## src/rtl/writeback_queue.sv

```systemverilog
// Register-file writeback queue: buffers multi-cycle unit writes, drains one per cycle,
// and (when WBQ_FORWARD_EN is defined) forwards the youngest pending write to two read ports.

`ifdef WBQ_FORWARD_EN
// One forwarding read port: scans entries oldest to youngest so the youngest match wins.
module wbq_fwd_port #(
    parameter int DEPTH = 4
) (
    input  logic [4:0]                  read_reg,
    input  logic [DEPTH-1:0][4:0]       ent_reg,
    input  logic [DEPTH-1:0][31:0]      ent_data,
    input  logic [DEPTH-1:0]            ent_vld,
    output logic                        hit,
    output logic [31:0]                 data
);
    always_comb begin
        hit  = 1'b0;
        data = '0;
        for (int k = 0; k < DEPTH; k++) begin
            if (ent_vld[k] && ent_reg[k] == read_reg && read_reg != 5'd0) begin
                hit  = 1'b1;
                data = ent_data[k];
            end
        end
    end
endmodule
`endif

module writeback_queue #(
    parameter int DEPTH = 4,
    parameter int CW    = $clog2(DEPTH) + 1
) (
    input  logic          clk,
    input  logic          reset,
    input  logic          in_valid,
    output logic          in_ready,
    input  logic [4:0]    in_reg,
    input  logic [31:0]   in_data,
    input  logic          wb_stall,
    output logic          reg_write,
    output logic [4:0]    write_reg,
    output logic [31:0]   write_data,
    input  logic [4:0]    read_reg1,
    input  logic [4:0]    read_reg2,
    output logic          fwd_hit1,
    output logic [31:0]   fwd_data1,
    output logic          fwd_hit2,
    output logic [31:0]   fwd_data2,
    output logic [CW-1:0] count,
    output logic          full,
    output logic          empty
);
    localparam int AW = $clog2(DEPTH);

    logic [4:0]    mem_reg  [DEPTH];
    logic [31:0]   mem_data [DEPTH];
    logic [AW-1:0] head, tail;
    logic          push, pop;

    assign full      = (count == CW'(DEPTH));
    assign empty     = (count == '0);
    assign in_ready  = !full;
    assign reg_write = !empty && !wb_stall;
    assign pop       = reg_write;
    // Writes to r0 complete the handshake but are dropped here.
    assign push      = in_valid && in_ready && (in_reg != 5'd0);

    assign write_reg  = empty ? 5'd0  : mem_reg[head];
    assign write_data = empty ? 32'd0 : mem_data[head];

    always_ff @(posedge clk or posedge reset) begin
        if (reset) begin
            head  <= '0;
            tail  <= '0;
            count <= '0;
        end else begin
            if (push) tail <= tail + 1'b1;
            if (pop)  head <= head + 1'b1;
            count <= count + CW'(push) - CW'(pop);
        end
    end

    always_ff @(posedge clk) begin
        if (push) begin
            mem_reg[tail]  <= in_reg;
            mem_data[tail] <= in_data;
        end
    end

`ifdef WBQ_FORWARD_EN
    // Entries rotated into age order (index 0 = head) with a validity mask from count.
    logic [DEPTH-1:0][4:0]  ord_reg;
    logic [DEPTH-1:0][31:0] ord_data;
    logic [DEPTH-1:0]       ord_vld;
    logic [1:0][4:0]        rd_addr;
    logic [1:0]             fwd_hit;
    logic [1:0][31:0]       fwd_data;

    always_comb begin
        for (int k = 0; k < DEPTH; k++) begin
            ord_reg[k]  = mem_reg[head + AW'(k)];
            ord_data[k] = mem_data[head + AW'(k)];
            ord_vld[k]  = CW'(k) < count;
        end
    end

    assign rd_addr = {read_reg2, read_reg1};

    for (genvar p = 0; p < 2; p++) begin : g_fwd
        wbq_fwd_port #(.DEPTH(DEPTH)) u_fwd (
            .read_reg (rd_addr[p]),
            .ent_reg  (ord_reg),
            .ent_data (ord_data),
            .ent_vld  (ord_vld),
            .hit      (fwd_hit[p]),
            .data     (fwd_data[p])
        );
    end

    assign fwd_hit1  = fwd_hit[0];
    assign fwd_data1 = fwd_data[0];
    assign fwd_hit2  = fwd_hit[1];
    assign fwd_data2 = fwd_data[1];
`else
    // Without forwarding, decode must interlock on !empty.
    logic unused_read;
    assign unused_read = ^{read_reg1, read_reg2};
    assign fwd_hit1  = 1'b0;
    assign fwd_data1 = 32'd0;
    assign fwd_hit2  = 1'b0;
    assign fwd_data2 = 32'd0;
`endif
endmodule

```

## config.mk

```make
export PLATFORM = sky130hd
export DESIGN_NAME = writeback_queue
export DESIGN_NICKNAME = d
export VERILOG_FILES = /design/src/rtl/writeback_queue.sv
export SDC_FILE = /design/constraint.sdc
export NUM_CORES = 1
export LEC_CHECK = 0
export BUFFER_PORTS_ARGS = -buffer_cell sky130_fd_sc_hd__buf_2
export CORE_ASPECT_RATIO = 1.4
export CORE_MARGIN = 2
export CORE_UTILIZATION = 48
export CTS_CLUSTER_DIAMETER = 100
export CTS_CLUSTER_SIZE = 16
export DETAILED_ROUTE_END_ITERATION = 12
export PLACE_DENSITY = 0.77
export SLEW_MARGIN = 20
export SYNTH_ARGS = -nofsm -noshare
export SYNTH_HDL_FRONTEND = slang
export SYNTH_SLANG_ARGS = --single-unit
```

## constraint.sdc

```tcl
create_clock -name clk -period 2.7 [get_ports clk]
set_clock_uncertainty 0.2 [all_clocks]
set_input_delay 0.54 -clock clk [delete_from_list [all_inputs] [get_ports clk]]
set_output_delay 0.54 -clock clk [all_outputs]
set_load 0.005 [all_outputs]
```

# Word level (Yosys, flattened, before mapping)
# Memory sizes are Yosys's and may differ from the RTL's.
# Index checks and enable logic that the tools add are counted.
# classes
addsub	4
mul	0
div	0
magnitude_cmp	0
eq_ne	1
n_shift	0
n_mux	4
bitwise	0
reduce_logical	8
# ops
op	count
$mux W32	1
$mux W5	1
$reduce_bool A5 Y1	1
$add A2 B1 Y2 const B	2
$add A3 B1 Y3	1
$eq A3 B3 Y1 const B	1
$logic_and A1 B1 Y1	3
$logic_not A1 Y1	3
$logic_not A3 Y1	1
$sub A3 B1 Y3	1
$mux W1	2
# word_totals
ff_bits	7
latch_bits	0
mem_bits_rw	148
rom_bits	0
output_inout_bits	110
mem_count	2
# memory_table
memory	words	width	read_ports	rd_clocked_by_memory_dff	write_ports	line_no	source
mem_data	4	32	1	0	1	56	logic [31:0] mem_data [DEPTH];
mem_reg	4	5	1	0	1	55	logic [4:0] mem_reg [DEPTH];

# Logic depth before layout (Yosys ltp)
# depth
depth_word	6
ltp_mapped	9
depth_no_buf	9

# Worst setup path after synthesis
# OpenSTA, ideal clock, no wires.
# synth_timing
path_type	register -> register
startpoint	register count[1]
endpoint	register count[2]
arrival_time_ns	2.252
required_time_ns	2.377
slack_ns	0.125
stages_incl_launch_ff	10
period_less_slack_ns	2.575
cell_sequence	dfrtp_1 -> nor3_1 -> clkbuf_1 -> nor2_1 -> ha_1 -> inv_1 -> ha_1 -> fa_1 -> xnor2_1 -> xnor2_1
# synth_via
word_cells_on_any_way	9
# synth_lines
item	line_no	source
start: declaration	49	output logic [CW-1:0] count,
start signal: assignment	79	count <= count + CW'(push) - CW'(pop);
$logic_not A3 Y1	61	assign empty = (count == '0);
$logic_not A1 Y1	63	assign reg_write = !empty && !wb_stall;
$logic_and A1 B1 Y1	63	
via reg_write	40	output logic reg_write,
$sub A3 B1 Y3	79	
# The timed path passes the listed nets, and every way through them passes these cells.
# A chain may end at the register's enable or synchronous reset.

# Worst setup path in the final report
# layout_timing
startpoint	register head[0]
endpoint	output write_data[16]
# layout_via
elab_chain_len	2
# layout_rtl
item	line_no	source
start: declaration	57	logic [AW-1:0] head, tail;
start signal: assignment	78	if (pop) head <= head + 1'b1;
$mem_v2 Z4 W32	-	
$mux W32	69	assign write_data = empty ? 32'd0 : mem_data[head];
end: declaration	42	output logic [31:0] write_data,
# No other way between the ends.

==> summary.md <==
| Metric | Value |
|---|---|
| Min-delay src | in_data[6] |
| EDFF count, synth | ~150 |
| CTS tree | yes |
| Setup repair bufs after CTS | 0 |
| Die width | ~100 um |
| Post-synth top area cell | edfxtp_1 |
| Worst setup SP type | flip-flop |
| Routed WL | 10800 um |
| Final worst-path cycle share | 0.981 |
| Total power | 8.01 mW |
| H-tree depth | 4 |
| Synth Instances | 339 |
| Asr flop ratio synth | 0.0452 |
| Required time worst endpoint | 1960 ps |
| Min-Delay Endpoint | mem_data[2][6] |
| Max reg flops | ~130 |
| # DRC | 0 |
| Path depth of the worst reg2reg path | 9 |
| Worst-path fanout max | 29 |
| MaxCap Viol Count | 0 |
| Synth top area share | 0.682 |
| GRT Total Usage | 0.159 |
| RR Startpoint | count[1] |
| RSZ-0062 raised after global routing | yes |
| Status | finished clean |
| Top cells by area, synth | edfxtp_1, mux4_2, buf_4 |
| Vias in the first global route | around 3200 |
| Rows | 50 |
| Largest net degree at the start of global routing | 40 |
| Clock buffer depth | 2 |
| Initial antenna violation count | 1 |
| Layout fillers | ~1000 |
| Endpoints failing setup | 0 |
| GR Overflow Total | 0 |
| Fin. Hold Viols | 0 |
| Routed len/inst | 16.9 um |
| LEAKAGE | 2.83 nW |
| Crit path DAT | 1910 ps |
| Share of cells above drive strength 1 | 0.379 |
| Top-count cell post-synth | edfxtp_1 |
| Drt pass-1 iters | 6 |
| PortBufs | 84 |
| Top FF cell, synth | edfxtp_1 |
| Die height | 142 um |
| R2r endpoint | count[2] |
| Ant diodes | 0 |
| Post-Syn Area | 6520 um2 |
| Register-to-register path setup slack | approximately 280 ps |
| First-pass GRT wire length | about 17000 um |
| PD cells | 1060 nW/um2 |
| Crit end category | output port |
| Worst-path clk slew | 60 ps |
| Syn-to-layout area delta | 15.8% |
| CTS Root Cell | clkbuf_16 |
| Die area | 14500 um2 |
| Boundary pin count | 161 |
| HPWL after DPL | a little under 7000 um |
| Sequential area share after synthesis | 0.708 |
| Initial Util | 0.489 |
| Max-slew violations | 0 |
| Worst hold path depth | 1 |
| GP Congestion | 0.673 |
| Synth cell count leaders | edfxtp_1, buf_4, mux4_2, nor2b_1, inv_1 |
| DR vias | 3067 |
| Via density | 4.78 |
| Critical path class | reg -> out |
| F_max | 378 MHz |
| Clock Sinks | about 160 |
| Max VDD drop | 890 uV |
| Final Critical Period | 2650 ps |
| Finished Cell Area | between 7000 and 8000 um2 |
| Antenna Nets Post-Route | 0 |
| Iter 0 DRT Violations | ~160 |
| Hold Crit Class | in -> reg |
| CTS buffer count | 17 |
| Nets@finish | 505 |
| Synthesized flop and latch total | about 160 |
| Distinct cells, synth | 22 |
| Area post-placement | ~7000 um2 |
| Clock Latency Late Sink | 410 ps |
| Synth warn | 0 |
| Synth Area per Inst | 19.2 um2 |
| Core Region | about 13000 um2 |
through the flow:
| step | hold WS, ps | util | cells | setup WS [ps] | setup TNS (ps) |
|---|---|---|---|---|---|
| 5_1_grt | 123 | 0.567 | 641 | -46.1 | -701 |
| 6_report | 149 | 0.567 | 641 | 52.4 | 0 |
| 4_1_cts | 128 | 0.567 | 641 | 12.1 | 0 |
| 2_1_floorplan | 143 | - | 404 | 125 | 0 |
| 3_5_place_dp | 285 | 0.526 | 609 | -82.5 | -82.5 |
| 3_3_place_gp | 280 | 0.526 | 609 | -10.3 | -10.3 |
what timing repair did:
item	4_1_cts	5_1_grt
hold buffers	1	0
endpoints found under the setup margin	1	28
resized for setup	1	0
endpoints found under the hold margin	7	0
layout make-up:
cell class | count | area (um2) | area share
clock inverter | 14 | 106 | 0.0141
clock buffer | 17 | 425 | 0.0563
timing repair buffer | 102 | 583 | 0.0772
sequential | 155 | 4620 | 0.612
inverter | 8 | 30.0 | 0.00398
multi-input combinational | 163 | 1550 | 0.206
tap | 182 | 228 | 0.0302
layout by cell type, fill, tap and decap left out, drive strengths merged, types with 6 or more instances in the layout:
cell | Yosys | final
conb | 1 | 66
buf | 73 | 101
clkbuf | 5 | 17
mux4 | 37 | 37
edfxtp | 148 | 148
inv | 8 | 9
ha | 6 | 6
nor2b | 37 | 37
dfrtp | 7 | 7
clkinv | 0 | 10
per-layer routing:
layer	routed length, um	track usage	share of wire
met2	5880	0.271	0.54
met4	102	0.0568	0.0094
met5	13	0	0.0012
met3	578	0.0507	0.053
met1	4270	0.186	0.39
worst max path at each step:
stage	start	end
2_1_floorplan	count[1]	count[2]
3_3_place_gp	in_reg[1]	count[2]
3_5_place_dp	in_reg[1]	count[2]
4_1_cts	head[0]	write_data[16]
5_1_grt	head[0]	write_reg[2]
6_report	head[0]	write_data[16]
worst max-delay path: stages, from the launching register on:
cell     delay [ps]
dfrtp_2         390
buf_12          250
mux4_2          550
nor2b_1         150
buf_2           150
report_power, final:
group	switching, mW	leakage, nW	internal (mW)
Combinational	1.19	1.14	1.33
Clock	0.871	0.259	1.24
Sequential	0.191	1.43	3.18
kinds of logic (layout without fill, tap and decap cells):
kind of cell / after synthesis / in the layout / share of synthesized area
flops: 155 / 155 / 0.708
buf+inv: 86 / 141 / 0.0915
simple gates: 46 / 46 / 0.0449
mux: 38 / 38 / 0.130
fa+ha+maj: 7 / 7 / 0.0146
xor+xnor: 5 / 5 / 0.00672
other cells: 1 / 66 / 0.000575
compound gates: 1 / 1 / 0.00326
No activity file was read; power rests on OpenSTA's default activity.
